==> src/rtl/alu_pkg.sv <==
// Shared definitions for the ALU operand/result multiplexer family.
// Latency: n/a (constants and elaboration-time helpers only).
// Backpressure: n/a.
//
// Contents: mode encodings and a ceil-log2 helper used to size channel-index
// fields (never narrower than one bit, so a single-channel build still has a
// legal select/index port).
package alu_pkg;

  localparam logic MODE_SEL = 1'b0;  // explicit channel select
  localparam logic MODE_RR  = 1'b1;  // round-robin among valid channels

  // Ceiling log2 for elaboration-time sizing; bounded loop keeps it static.
  function automatic int clog2(input int n);
    int r;
    r = 0;
    for (int i = 0; i < 31; i++) begin
      if ((1 << i) < n) r = i + 1;
    end
    return r;
  endfunction

  // Width of a channel-index field for n channels (minimum 1 bit).
  function automatic int sel_width(input int n);
    return (clog2(n) < 1) ? 1 : clog2(n);
  endfunction

endpackage

==> src/rtl/mux_nto1_rr_reg_arb.sv <==
// Round-robin arbiter: cyclic priority scan starting at a held pointer.
// Latency: combinational grant; pointer updates at the clock edge.
// Backpressure: pointer moves only when the caller reports a transfer.
//
// Ports:
//   clk, rst      rising-edge clock, synchronous active-high reset
//   req           per-channel request vector
//   advance       a transfer happened this cycle
//   adv_ch        index of the channel that transferred (pointer moves past it)
//   grant         winning channel index (valid when grant_valid)
//   grant_valid   at least one request present
module rr_arbiter
  import alu_pkg::*;
#(
  parameter int  NUM_CH = 4,
  localparam int SEL_W  = sel_width(NUM_CH)
) (
  input  logic              clk,
  input  logic              rst,
  input  logic [NUM_CH-1:0] req,
  input  logic              advance,
  input  logic [SEL_W-1:0]  adv_ch,
  output logic [SEL_W-1:0]  grant,
  output logic              grant_valid
);

  localparam logic [SEL_W:0]   NCH  = (SEL_W + 1)'(NUM_CH);
  localparam logic [SEL_W-1:0] LAST = SEL_W'(NUM_CH - 1);

  logic [SEL_W-1:0]  r_ptr;
  logic [NUM_CH-1:0] w_rot;
  logic [SEL_W-1:0]  w_off;
  logic [SEL_W:0]    w_sum;

  // Rotate requests so the pointer channel lands at bit 0; the lowest set
  // bit of the rotated vector is then the offset of the winner from ptr.
  assign w_rot = NUM_CH'({req, req} >> r_ptr);

  always_comb begin
    w_off = '0;
    for (int i = NUM_CH - 1; i >= 0; i--) begin
      if (w_rot[i]) w_off = SEL_W'(i);
    end
  end

  // Map the offset back to an absolute index, wrapping modulo NUM_CH
  // (NUM_CH need not be a power of two, so plain truncation is not enough).
  assign w_sum       = {1'b0, r_ptr} + {1'b0, w_off};
  assign grant       = (w_sum >= NCH) ? SEL_W'(w_sum - NCH) : w_sum[SEL_W-1:0];
  assign grant_valid = |req;

  always_ff @(posedge clk) begin
    if (rst) begin
      r_ptr <= '0;
    end else if (advance) begin
      r_ptr <= (adv_ch == LAST) ? '0 : adv_ch + 1'b1;
    end
  end

endmodule

==> src/rtl/mux_nto1_rr_reg.sv <==
// N-to-1 registered mux with per-channel valid/ready; explicit-select or round-robin.
// Latency: 1 cycle from input transfer to out_valid; 1 word/cycle with out_ready high.
// Backpressure: register holds and all in_ready drop while out_valid & !out_ready.
//
// Ports:
//   clk, rst    rising-edge clock, synchronous active-high reset
//   mode        0 = explicit select via sel, 1 = round-robin
//   sel         channel index used in select mode
//   in_data     channel k at [k*WIDTH +: WIDTH]
//   in_valid    per-channel valid
//   in_ready    per-channel ready, one-hot or zero, combinational
//   out_data    registered data
//   out_ch      index of the channel that supplied out_data
//   out_valid   registered valid
//   out_ready   downstream ready
module mux_nto1_rr_reg
  import alu_pkg::*;
#(
  parameter int  WIDTH  = 8,
  parameter int  NUM_CH = 4,
  localparam int SEL_W  = sel_width(NUM_CH)
) (
  input  logic                    clk,
  input  logic                    rst,
  input  logic                    mode,
  input  logic [SEL_W-1:0]        sel,
  input  logic [NUM_CH*WIDTH-1:0] in_data,
  input  logic [NUM_CH-1:0]       in_valid,
  output logic [NUM_CH-1:0]       in_ready,
  output logic [WIDTH-1:0]        out_data,
  output logic [SEL_W-1:0]        out_ch,
  output logic                    out_valid,
  input  logic                    out_ready
);

  localparam logic [SEL_W:0] NCH = (SEL_W + 1)'(NUM_CH);

  logic [WIDTH-1:0] r_out_data;
  logic [SEL_W-1:0] r_out_ch;
  logic             r_out_valid;

  logic             w_load;
  logic             w_sel_ok;
  logic             w_sel_gv;
  logic             w_arb_gv;
  logic [SEL_W-1:0] w_arb_g;
  logic             w_gv;
  logic [SEL_W-1:0] w_g;
  logic             w_xfer;
  logic [WIDTH-1:0] w_mux;

  // Register can accept a word when empty or being drained this cycle.
  // out_ready only gates acceptance; it never reaches out_data combinationally.
  assign w_load = !r_out_valid | out_ready;

  // Select path: an out-of-range sel (possible when NUM_CH is not a power
  // of two) never grants.
  assign w_sel_ok = ({1'b0, sel} < NCH);
  assign w_sel_gv = w_sel_ok & (|(in_valid & (NUM_CH'(1) << sel)));

  rr_arbiter #(
    .NUM_CH (NUM_CH)
  ) u_arb (
    .clk         (clk),
    .rst         (rst),
    .req         (in_valid),
    .advance     (w_xfer),
    .adv_ch      (w_g),
    .grant       (w_arb_g),
    .grant_valid (w_arb_gv)
  );

  assign w_g  = (mode == MODE_RR) ? w_arb_g  : sel;
  assign w_gv = (mode == MODE_RR) ? w_arb_gv : w_sel_gv;

  // A transfer also advances the round-robin pointer in select mode, so a
  // later switch to round-robin resumes after the last channel served.
  assign w_xfer   = w_load & w_gv & !rst;
  assign in_ready = w_xfer ? (NUM_CH'(1) << w_g) : '0;

  assign w_mux = WIDTH'(in_data >> (w_g * WIDTH));

  always_ff @(posedge clk) begin
    if (rst) begin
      r_out_data  <= '0;
      r_out_ch    <= '0;
      r_out_valid <= 1'b0;
    end else if (w_load) begin
      if (w_gv) begin
        r_out_data  <= w_mux;
        r_out_ch    <= w_g;
        r_out_valid <= 1'b1;
      end else begin
        r_out_valid <= 1'b0;
      end
    end
  end

  assign out_data  = r_out_data;
  assign out_ch    = r_out_ch;
  assign out_valid = r_out_valid;

endmodule

==> config.mk <==
export PLATFORM = sky130hd
export DESIGN_NAME = mux_nto1_rr_reg
export DESIGN_NICKNAME = d
export VERILOG_FILES = /design/src/rtl/alu_pkg.sv /design/src/rtl/mux_nto1_rr_reg_arb.sv /design/src/rtl/mux_nto1_rr_reg.sv
export SDC_FILE = /design/constraint.sdc
export NUM_CORES = 1
export LEC_CHECK = 0
export CORE_MARGIN = 3
export CORE_UTILIZATION = 45
export CTS_BUF_LIST = sky130_fd_sc_hd__clkbuf_4 sky130_fd_sc_hd__clkbuf_8
export CTS_CLUSTER_DIAMETER = 60
export DETAILED_ROUTE_END_ITERATION = 6
export GPL_ROUTABILITY_DRIVEN = 0
export PLACE_DENSITY_LB_ADDON = 0.3
export SLEW_MARGIN = 20
export SYNTH_ARGS = -nofsm -noshare
export SYNTH_HDL_FRONTEND = slang
export SYNTH_SLANG_ARGS = --single-unit
export TNS_END_PERCENT = 1
==> constraint.sdc <==
create_clock -name clk -period 3.9 [get_ports clk]
set_input_delay 0.39 -clock clk [delete_from_list [all_inputs] [get_ports clk]]
set_output_delay 0.39 -clock clk [all_outputs]
set_load 0.05 [all_outputs]
After elaboration in Yosys (flattened, before gate mapping)
Index checks and enable logic that the tools add are counted.
{ "totals": {"register_bits": 13, "input_bits": 42, "output_inout_bits": 15, "wordCells": 32} }
{ "classes": {"addsub": 3, "magnitude_cmp": 1, "n_eq_ne": 1, "shift": 4, "mux": 10, "bitwise_logic": 4, "n_reduce_logical": 5} }
{ "op_table": {"columns": ["cell", "count"], "rows": [
  ["$shr A32 B5 Y8", 1],
  ["$mux W2", 7],
  ["$reduce_or A4 Y1", 2],
  ["$shl A1 B2 Y4 const A", 2],
  ["$shr A8 B2 Y4", 1],
  ["$and A4 B4 Y4", 1],
  ["$mux W4", 1],
  ["$add A2 B2 Y3", 1],
  ["$ge A3 B3 Y1 const B", 1],
  ["$add A2 B1 Y2 const B", 1],
  ["$and A1 B1 Y1", 2],
  ["$eq A2 B2 Y1 const B", 1],
  ["$logic_not A1 Y1", 2],
  ["$mux W1", 2],
  ["$reduce_and A2 Y1", 1],
  ["$sub A2 B1 Y2 const B", 1],
  ["$or A1 B1 Y1", 1]
]} }

Depth between registers and ports, before layout
Gate-level depths: netlist of run 1.
{ "depth": {"depth_word": 11, "mapped_depth": 15, "ltp_nobuf": 12} }

Cells and area by module
Synthesis of run 1 repeated with hierarchy kept, for this count alone.
{ "unflattened": {"hier_cells": 90, "area_unflattened_um2": 928.4} }
{ "by_module_without_submodules": {"columns": ["module", "n_inst", "cells_per_inst", "area_per_inst_um2", "seq_area_each_um2"], "rows": [
  ["mux_nto1_rr_reg", 1, 53, 670.6, 220.2],
  ["rr_arbiter", 1, 37, 257.7, 40.0]
]} }

Worst setup path after synthesis of run 1
Ideal clock, no wire load.
{ "synth_path": {"path_kind": "flip-flop to output port", "from": "register u_arb.r_ptr[0]", "to": "output in_ready[1]", "arrival_ps": 2873, "required_ps": 3510, "slack_ps": 637, "stages_incl_launch_ff": 12, "n_path_buf": 3, "path_cell_list": "dfxtp_1 clkbuf_1 nor2_1 a211oi_1 a31oi_1 a211o_1 ha_1 mux2i_4 buf_12 buf_12 or3_1 nor2_1"} }
{ "synth_between": {"elab_chain_len": 11, "word_cells_on_any_way": 12, "cone_classes": "add/sub (2); order compare (1); shift (2); mux (7)"} }
{ "synth_lines": {"columns": ["element", "line_no", "text"], "rows": [
  ["start: declaration", "mux_nto1_rr_reg_arb.sv:30", "logic [SEL_W-1:0] r_ptr;"],
  ["start signal: assignment", "mux_nto1_rr_reg_arb.sv:56", "r_ptr <= (adv_ch == LAST) ? '0 : adv_ch + 1'b1;"],
  ["$shr A8 B2 Y4", "mux_nto1_rr_reg_arb.sv:37", "assign w_rot = NUM_CH'({req, req} >> r_ptr);"],
  ["$mux W2 (4 in series)", "mux_nto1_rr_reg_arb.sv:42", "if (w_rot[i]) w_off = SEL_W'(i);"],
  ["$add A2 B2 Y3 *", "mux_nto1_rr_reg_arb.sv:48", "assign w_sum = {1'b0, r_ptr} + {1'b0, w_off};"],
  ["$ge A3 B3 Y1 or $sub A2 B1 Y2 (tied branches)", "mux_nto1_rr_reg_arb.sv:49", "assign grant = (w_sum >= NCH) ? SEL_W'(w_sum - NCH) : w_sum[SEL_W-1:0];"],
  ["$mux W2 *", "mux_nto1_rr_reg_arb.sv:49", null],
  ["$mux W2 *", "mux_nto1_rr_reg.sv:73", "assign w_g = (mode == MODE_RR) ? w_arb_g : sel;"],
  ["$shl A1 B2 Y4 *", "mux_nto1_rr_reg.sv:79", "assign in_ready = w_xfer ? (NUM_CH'(1) << w_g) : '0;"],
  ["$mux W4 *", "mux_nto1_rr_reg.sv:79", null],
  ["end: declaration", "mux_nto1_rr_reg.sv:29", "output logic [NUM_CH-1:0] in_ready,"]
]} }
Every way passes the cells marked *; elsewhere a longest branch is shown, timed or not.

Worst setup path after layout of run 1
{ "layout_path": {"from": "input in_valid[2]", "to": "output in_ready[0]"} }
{ "layout_between": {"elab_chain_len": 11, "word_cells_on_any_way": 18, "cone_classes": "add/sub (2); order compare (1); shift (2); mux (8); bitwise (3); reduce/logical (2)"} }
{ "layout_lines": {"columns": ["element", "line_no", "text"], "rows": [
  ["start: declaration", "mux_nto1_rr_reg.sv:28", "input logic [NUM_CH-1:0] in_valid,"],
  ["$shr A8 B2 Y4", "mux_nto1_rr_reg_arb.sv:37", null],
  ["$mux W2 (4 in series)", "mux_nto1_rr_reg_arb.sv:42", null],
  ["$add A2 B2 Y3", "mux_nto1_rr_reg_arb.sv:48", null],
  ["$ge A3 B3 Y1 or $sub A2 B1 Y2 (tied branches)", "mux_nto1_rr_reg_arb.sv:49", null],
  ["$mux W2", "mux_nto1_rr_reg_arb.sv:49", null],
  ["$mux W2", "mux_nto1_rr_reg.sv:73", null],
  ["$shl A1 B2 Y4", "mux_nto1_rr_reg.sv:79", null],
  ["$mux W4 *", "mux_nto1_rr_reg.sv:79", null]
]} }
Marked as above.

==> results of run 1 <==
[flip-flops by register name, indices dropped and copies added, names as in the netlist]
register	count
out_ch	2
u_arb.r_ptr	2
out_valid	1
out_data	8
[final cells by class]
cell class | count | area share, %
multi-input cells | 148 | 50.8
inverters | 2 | 0.377
clock buffers | 4 | 1.51
flip-flops and latches | 13 | 13.1
well taps | 31 | 1.95
repair buffers | 60 | 32.3
[cells by family (layout without fill, tap and decap cells)]
logic type / after synthesis / after routing / synth area share, %
simple gates: 83 / 83 / 31.0
compound gates: 44 / 44 / 23.1
mux: 18 / 18 / 16.6
buf+inv: 17 / 66 / 8.30
flops: 13 / 13 / 18.8
xor+xnor: 2 / 2 / 1.26
fa+ha+maj: 1 / 1 / 0.902
[power groups by stage]
stage                     Combinational (W)  Clock [W]  Sequential, W
after floorplan                    0.000262          0       0.000230
after global placement             0.000432          0       0.000174
after detailed placement           0.000446          0       0.000176
after CTS                          0.000448   0.000103       0.000172
after global routing               0.000479   0.000112       0.000176
final                              0.000450   0.000101       0.000173
[critical path, cell delays in order]
cell and delay, ps:
clkdlybuf4s50_1 580, nand2_1 150, nor2_1 50, a211oi_1 230
a31oi_1 80, a211o_1 260, ha_1 220, xnor2_1 250
nand2_1 100, nor3_1 310, or3_1 210, and3_1 200
buf_12 140
[Yosys cell counts (all sizes together), types with 2 or more instances]
cell type  number
or2             9
a221oi          8
nor2           13
nand2          27
nor4            9
a211oi          9
and3            2
dfxtp          13
o21ai           3
mux2i           9
buf            12
a21oi          14
inv             2
clkbuf          3
or3             4
nor3            5
a21o            2
mux2            8
or4             8
[per-stage QoR]
stage / power (W) / utilization, % / setup WS, ps
after floorplan: 0.000492 / - / 637
after global placement: 0.000606 / 68.7 / 361
after detailed placement: 0.000622 / 68.7 / 221
after CTS: 0.000724 / 69.8 / 406
after global routing: 0.000767 / 69.8 / 192
final: 0.000724 / 69.8 / 345
[metal layers]
layer  vias to the layer above  track usage (%)
li1                        773                -
met1                       767             25.3
met2                        68             41.7
met3                        11             4.82
met4                         0             12.4
met5                         -                0
[worst max-delay path by stage]
stage / startpoint / endpoint / slack [ps] / cells past startpoint
detailed placement: in_valid[2] / out_data[6] / 220 / 14
global route: in_valid[0] / in_ready[0] / 190 / 12
CTS: in_valid[2] / in_ready[0] / 410 / 13
floorplan: u_arb.r_ptr[0] / in_ready[1] / 640 / 11
global placement: in_valid[0] / out_data[6] / 360 / 13
finish: in_valid[2] / in_ready[0] / 340 / 13
==> impl_metrics.ini, run 1 <==
[cts]
root_buffer = clkbuf_4
cts_tree = yes
postCtsResizedCells = 0
cts_setup_buffers = 0
clkSlewWorstSetupHoldPaths_ps = 90
numCtsBuffers = 3
htree_levels = 1
cts.hold.buffers_added = 0
cts_max_path_buffers = 2
clock_latency_ps = 290
clock_sinks = 13

[synth]
synth_edf_count = 0
synth_area_leaders = dfxtp_1 (19%), nand2_1 (7.3%), mux2i_1 (5.8%)
synth_cells = 178
ys_seq_elements = 13
yosys_warnings = 0
yosysTopAreaCellShare_pct = 18.8
syn_area_sq_um = 1390
seq_area_frac_synth_pct = 18.8
asyncSetResetFlopFracSynth_pct = 0
synth_top_cell_by_area = dfxtp_1
syn_area_per_cell_sq_um = 7.79
syn_nets = 221
synth_flop_cell = dfxtp_1
ys_types = 48

[pwr]
power_leakage_nw = 0.758
p_comb_share_pct = 62.2
pwr-share-seq_pct = 23.8
irDropWorstVdd_mv = 0.181
powerDensity_nw_per_um2 = 363
power_frac_clock_pct = 14.0
p_int_w = 0.000402
switching_share_pct = 44.5
p_switching_w = 0.000322

[setup_path]
r2r_cells = 12
required_ps = 3510
startpoint_type = input pin
cp.arrival_ps = 3170
critPathMaxFanout = 9
endpoint_kind = primary output
crit_type = input pin to primary output
reg2reg_to = out_data[6]
rrSetupSlack_ps = 710
r2r_start = u_arb.r_ptr[0]

[timing]
finalCritPeriodShare_pct = 91.2
finalSetupTns_ps = 0
max_freq_ghz = 0.281
rsz0062_at_grt = false
finClkSkew_ps = 2.32
fin_crit_ps = 3560
drv_slew = 0
finalSetupViolCount = 0
slew-limit-headroom_pct = 33.6
hold_violations = 0
worst_pin_slew_ps = 986
hold_slack_ps = 483

[drt]
drt_pass1_iterations = 5
wl_met1_mm = 1.65
antenna_left = 0
drtIter0Drc = 86
via_count = 1619
detail_route.drc_violations = 0
routed_wirelength_mm = 4.31
dr_wl_met3_um = 320
wl_per_cell_um = 16.7
wl_met2_mm = 2.25
via_per_inst = 6.28
top_layer_used = met4

[placement]
dp_hpwl_mm = 3.28
placed_cells = 254
port_buffers = 56
placed_cell_area_sq_um = 1960

[die]
die_area_sq_um = 3780
die_h_um = 61.5
coreArea_sq_um = 2850
rows = 19
die_width_um = 61.5
start_util_pct = 48.6
num_io_pins = 57

[global_route]
grt_first_pass_wirelength_mm = 6.56
antenna_found_initial = 0
grt_use_total_pct = 23.3
grt_pass1_vias = 1504
grt-ovfl-total = 0
grt_max_degree = 23

[final_layout]
multi_input_comb_area_sq_um = 1010
seq_area_sq_um = 260
fin_area_sq_um = 1990
syn_to_final_growth_pct = 43.6
fin_nets = 271
num_antenna_cells = 0
final_common_cell = clkdlybuf4s50_1
fillers = 251
drive_above_1_share_pct = 11.9
final_cell_mix = clkdlybuf4s50_1 (52), nand2_1 (27), nor2_1 (13), a21oi_1 (13), dfxtp_1 (13)
layout.cells.non_filler = 258

[min_path]
hold_start = out_data[2]
hp-class = register to register
hold-path-endpoint = out_data[2]
hold_depth = 2

[status]
status = finished, final reports clean

[job]
drv_cap = 0
Power figures use the tool's default switching activity.
==> run 2: changes to the inputs <==
--- a/config.mk
+++ b/config.mk
@@ -9,5 +9,4 @@
 export CORE_UTILIZATION = 45
 export CTS_BUF_LIST = sky130_fd_sc_hd__clkbuf_4 sky130_fd_sc_hd__clkbuf_8
-export CTS_CLUSTER_DIAMETER = 60
 export DETAILED_ROUTE_END_ITERATION = 6
 export GPL_ROUTABILITY_DRIVEN = 0
@@ -17,3 +16,2 @@
 export SYNTH_HDL_FRONTEND = slang
 export SYNTH_SLANG_ARGS = --single-unit
-export TNS_END_PERCENT = 1
==> constraint.sdc (replaced) <==
create_clock -name clk -period 3.9 [get_ports clk]
set_input_delay 0.39 -clock clk [delete_from_list [all_inputs] [get_ports clk]]
set_output_delay 0.39 -clock clk [all_outputs]
set_load 0.01 [all_outputs]
==> run 2 against run 1 <==
Net effect:
- sequential power about the same
- worst setup slack got worse by 170 ps
- count of clock-buffer cells in the layout is the same
- clock power about the same
- largest cell class unchanged
- register-to-register slack got worse by 70 ps
- power shrank 9.7%
- non-clock buffer count up 2
- clock skew grew 8.9 ps
==> impl_metrics.ini, run 2 (same netlist as run 1, synthesis figures left out) <==
[setup_path]
cp_slowest_cell = clkdlybuf4s50_1
critPathMaxFanout = 8
endpoint_kind = primary output
crit_chain = clkdlybuf4s50_1, nor2_1, a211oi_1, a31oi_1, a211o_1, ha_1, xnor2_1, nand2_1, nor3_2, or3_1, and3_1, clkdlybuf4s50_1
cp.arrival_ps = 3330
crit_type = input pin to primary output
startpoint_type = input pin
crit_path_frequent_cell = clkdlybuf4s50_1
r2r_start = u_arb.r_ptr[0]
required_ps = 3510
reg2reg_to = out_data[0]
rrSetupSlack_ps = 640
endpoint = in_ready[0]
r2r_cells = 12
crit_start = in_valid[0]
slowest_delay_ps = 610

[global_route]
grt_max_degree = 21
grt_first_pass_wirelength_mm = 6.81
grt-ovfl-total = 0
antenna_found_initial = 0
grt_use_total_pct = 23.5
grt_pass1_vias = 1599

[cts]
numCtsBuffers = 3
htree_levels = 1
cts_tree = yes
clkSlewWorstSetupHoldPaths_ps = 80
clock_sinks = 13
root_buffer = clkbuf_4
clock_latency_ps = 290
cts.hold.buffers_added = 0
cts_max_path_buffers = 2

[timing]
fin_crit_ps = 3720
hold_violations = 0
drv_slew = 0
finClkSkew_ps = 11.2
finalSetupTns_ps = 0
rsz0062_at_grt = false
max_freq_ghz = 0.269
finalCritPeriodShare_pct = 95.4
finalSetupViolCount = 0
slew-limit-headroom_pct = 37.5
worst_pin_slew_ps = 928

[final_layout]
final_cell_mix = clkdlybuf4s50_1 (56), nand2_1 (27), nor2_1 (13), dfxtp_1 (13), a21oi_1 (12)
drive_above_1_share_pct = 11.8
fin_area_sq_um = 1970
fillers = 251
final_common_cell = clkdlybuf4s50_1
largest_reg_flops = 8
seq_area_sq_um = 260
multi_input_comb_area_sq_um = 1020
num_antenna_cells = 0
layout.cells.non_filler = 260
fin_nets = 273
syn_to_final_growth_pct = 42.4

[pwr]
power_frac_clock_pct = 15.3
p_switching_w = 0.000257
p_int_w = 0.000397
powerDensity_nw_per_um2 = 331
switching_share_pct = 39.3
power_leakage_nw = 0.752
pwr-share-seq_pct = 26.4
p_comb_share_pct = 58.3
irDropWorstVdd_mv = 0.163

[placement]
placed_cell_area_sq_um = 1940
dp_hpwl_mm = 3.28
placed_cells = 256
port_buffers = 56

[min_path]
hp-class = register to register

[drt]
wl_per_cell_um = 16.8
via_count = 1637
drt_pass1_iterations = 4
detail_route.drc_violations = 0
via_per_inst = 6.30
routed_wirelength_mm = 4.37
antenna_left = 0
drtIter0Drc = 104

[die]
die_width_um = 61.5
start_util_pct = 48.6
num_io_pins = 57
die_h_um = 61.5
die_area_sq_um = 3780
rows = 19
coreArea_sq_um = 2850

[status]
status = finished, final reports clean

[job]
drv_cap = 0
## run 2: area by class of cell
| cell class | count | area share, % |
|---|---|---|
| Timing Repair Buffer | 62 | 31.3 |
| Sequential cell | 13 | 13.2 |
| Multi-Input combinational cell | 148 | 51.6 |
| Tap cell | 31 | 1.96 |
| Clock buffer | 4 | 1.52 |
| Inverter | 2 | 0.380 |
## run 2: metal layers
metal | wire (um) | up-vias | global-route usage [%]
li1 | - | 778 | -
met1 | 1680 | 765 | 26.4
met2 | 2220 | 74 | 41.6
met3 | 324 | 20 | 3.56
met4 | 148 | 0 | 13.6
met5 | 0 | - | 0
## run 2: critical path: cells and delay by family
family	cells	cell delay [ps]
adders and majority gates	1	210
and+or+nand+nor	5	760
AOI/OAI and AO/OA	3	590
xor gates and xnor gates	1	230
buffers and inverters	2	1140
## run 2: worst min-delay path by stage
stage / startpoint / to / slack, ps / depth (start not counted)
floorplan: rst / out_ch[1] / 460 / 1
global placement: out_valid / out_valid / 460 / 2
detailed placement: out_data[3] / out_data[3] / 460 / 2
CTS: out_valid / out_valid / 480 / 2
global route: out_valid / out_valid / 500 / 2
finish: out_valid / out_valid / 470 / 2
## run 2: stage by stage
step                hold WS [ps]  setup WS [ps]  util [%]  total power (W)
floorplan                    462            933         -         0.000426
global placement             457            248      67.9         0.000534
detailed placement           463            131      67.9         0.000548
CTS                          477            111      68.9         0.000647
global route                 505           11.8      69.2         0.000693
finish                       475            180      69.2         0.000654
## run 2: power groups by stage
stage | clock network [W] | registers, W | logic [W]
after floorplan | 0 | 0.000176 | 0.000251
after global placement | 0 | 0.000173 | 0.000361
after detailed placement | 0 | 0.000176 | 0.000372
after CTS | 0.0000992 | 0.000172 | 0.000376
after global routing | 0.000104 | 0.000176 | 0.000413
final | 0.000100 | 0.000173 | 0.000381
## run 2: what timing repair did
item	CTS	global route
gates resized for setup	0	2
endpoints found under the hold margin	0	0
setup endpoints to repair	0	2
setup buffers	0	0
==> run 3: changes to the inputs <==
Settings changed: CAP_MARGIN set to 10, GPL_TIMING_DRIVEN set to 0.
==> run 3 against run 2 <==
Net effect:
- hold slack improved by 4.9 ps
- final cell count rose by 1.9%
- register-to-register slack improved by 50 ps
- critical path depth fell by 1
- final area rose by 0.13%
- largest cell class unchanged
==> impl_metrics.ini, run 3 (same netlist as run 1, synthesis figures left out) <==
[pwr]
p_int_w = 0.000405
power_frac_clock_pct = 15.0
powerDensity_nw_per_um2 = 332
p_switching_w = 0.000252
pwr-share-seq_pct = 24.9
irDropWorstVdd_mv = 0.188
power_leakage_nw = 0.770
p_comb_share_pct = 60.1
switching_share_pct = 38.4

[placement]
placed_cells = 261
pre_cts_ws_ps = 278
dp_hpwl_mm = 3.08
placed_cell_area_sq_um = 1950
port_buffers = 52

[final_layout]
largest_reg_flops = 8
final_common_cell = clkdlybuf4s50_1
syn_to_final_growth_pct = 42.6
final_core_util_pct = 69.3
final_cell_mix = clkdlybuf4s50_1 (52), nand2_1 (27), nor2_1 (13), a21oi_1 (13), dfxtp_1 (13)
fillers = 255
drive_above_1_share_pct = 13.7
fin_area_sq_um = 1980
fin_nets = 278
num_antenna_cells = 0
layout.cells.non_filler = 265

[timing]
finalSetupViolCount = 0
finalCritPeriodShare_pct = 93.4
max_freq_ghz = 0.275
fin_crit_ps = 3640
hold_violations = 0
finalSetupTns_ps = 0
worst_pin_slew_ps = 974
finClkSkew_ps = 0.298
rsz0062_at_grt = false
drv_slew = 0
slew-limit-headroom_pct = 34.4
setup_ws_ps = 258

[drt]
via_per_inst = 5.88
via_count = 1558
wl_per_cell_um = 15.3
antenna_left = 0
routed_wirelength_mm = 4.04
drtIter0Drc = 42
drt_pass1_iterations = 4
detail_route.drc_violations = 0

[setup_path]
r2r_start = u_arb.r_ptr[0]
rrSetupSlack_ps = 690
required_ps = 3510
crit_start = in_valid[3]
cp.arrival_ps = 3250
crit_type = input pin to primary output
endpoint_kind = primary output
startpoint_type = input pin
critPathMaxFanout = 10

[die]
die_area_sq_um = 3780
die_h_um = 61.5
coreArea_sq_um = 2850
die_width_um = 61.5
rows = 19
start_util_pct = 48.6
num_io_pins = 57

[global_route]
grt_max_degree = 11
grt_use_total_pct = 22.2
grt_first_pass_wirelength_mm = 6.37
grt_pass1_vias = 1478
antenna_found_initial = 0
grt-ovfl-total = 0

[cts]
numCtsBuffers = 3
root_buffer = clkbuf_4
cts_setup_buffers = 0
cts_max_path_buffers = 2
clock_sinks = 13
clkSlewWorstSetupHoldPaths_ps = 90
cts_tree = yes
htree_levels = 1
clock_latency_ps = 290

[min_path]
hold_start = out_data[1]
hp-class = register to register

[status]
status = finished, final reports clean

[job]
drv_cap = 0
[run 3: worst max-delay path, cell delays in order]
cell             delay (ps)
clkdlybuf4s50_1         540
nor2_1                  240
nor4_1                   70
a211o_1                 270
ha_1                    310
mux2i_4                 120
buf_12                  170
buf_12                  140
or3_1                   360
nor2_1                   90
clkdlybuf4s50_1         540
[run 3: layer usage]
layer	track usage (%)	routed length [um]	up-vias
met5	0	0	-
met4	9.09	61	0
met3	4.61	242	8
met2	37.1	1880	46
met1	27.7	1850	720
li1	-	-	784
[run 3: per-stage QoR]
step | power, W | hold slack (ps)
3_3_place_gp | 0.000554 | 462
4_1_cts | 0.000656 | 481
2_1_floorplan | 0.000426 | 462
3_5_place_dp | 0.000559 | 467
5_1_grt | 0.000699 | 508
6_report | 0.000657 | 480
[run 3: area by class of cell]
type | instances | area, sq um | share of cell area, %
clock buffer | 4 | 30.0 | 1.52
multi-input combinational | 148 | 1010 | 51.1
timing repair buffer | 52 | 520 | 26.3
tap | 31 | 38.8 | 1.96
inverter | 2 | 7.51 | 0.380
sequential | 13 | 260 | 13.2
buffer | 15 | 109 | 5.51
[run 3: what timing repair did]
| action | 4_1_cts | 5_1_grt |
|---|---|---|
| gates resized for setup | 0 | 2 |
| setup endpoints to repair | 0 | 3 |
| hold buffers | 0 | 0 |
[run 3: path summary, 6_finish.rpt]
kind / endpoint / cells after the start
min reg2reg: out_data[1] / 2
max reg2reg: out_data[2] / 14
max: in_ready[1] / 11
min: out_data[1] / 2
[run 3: power by group through the flow]
| stage | sequential (W) | combinational (W) | clock [W] |
|---|---|---|---|
| detailed placement | 0.000167 | 0.000391 | 0 |
| CTS | 0.000164 | 0.000393 | 0.0000990 |
| finish | 0.000164 | 0.000395 | 0.0000983 |
| floorplan | 0.000176 | 0.000251 | 0 |
| global route | 0.000166 | 0.000429 | 0.000103 |
| global placement | 0.000167 | 0.000388 | 0 |
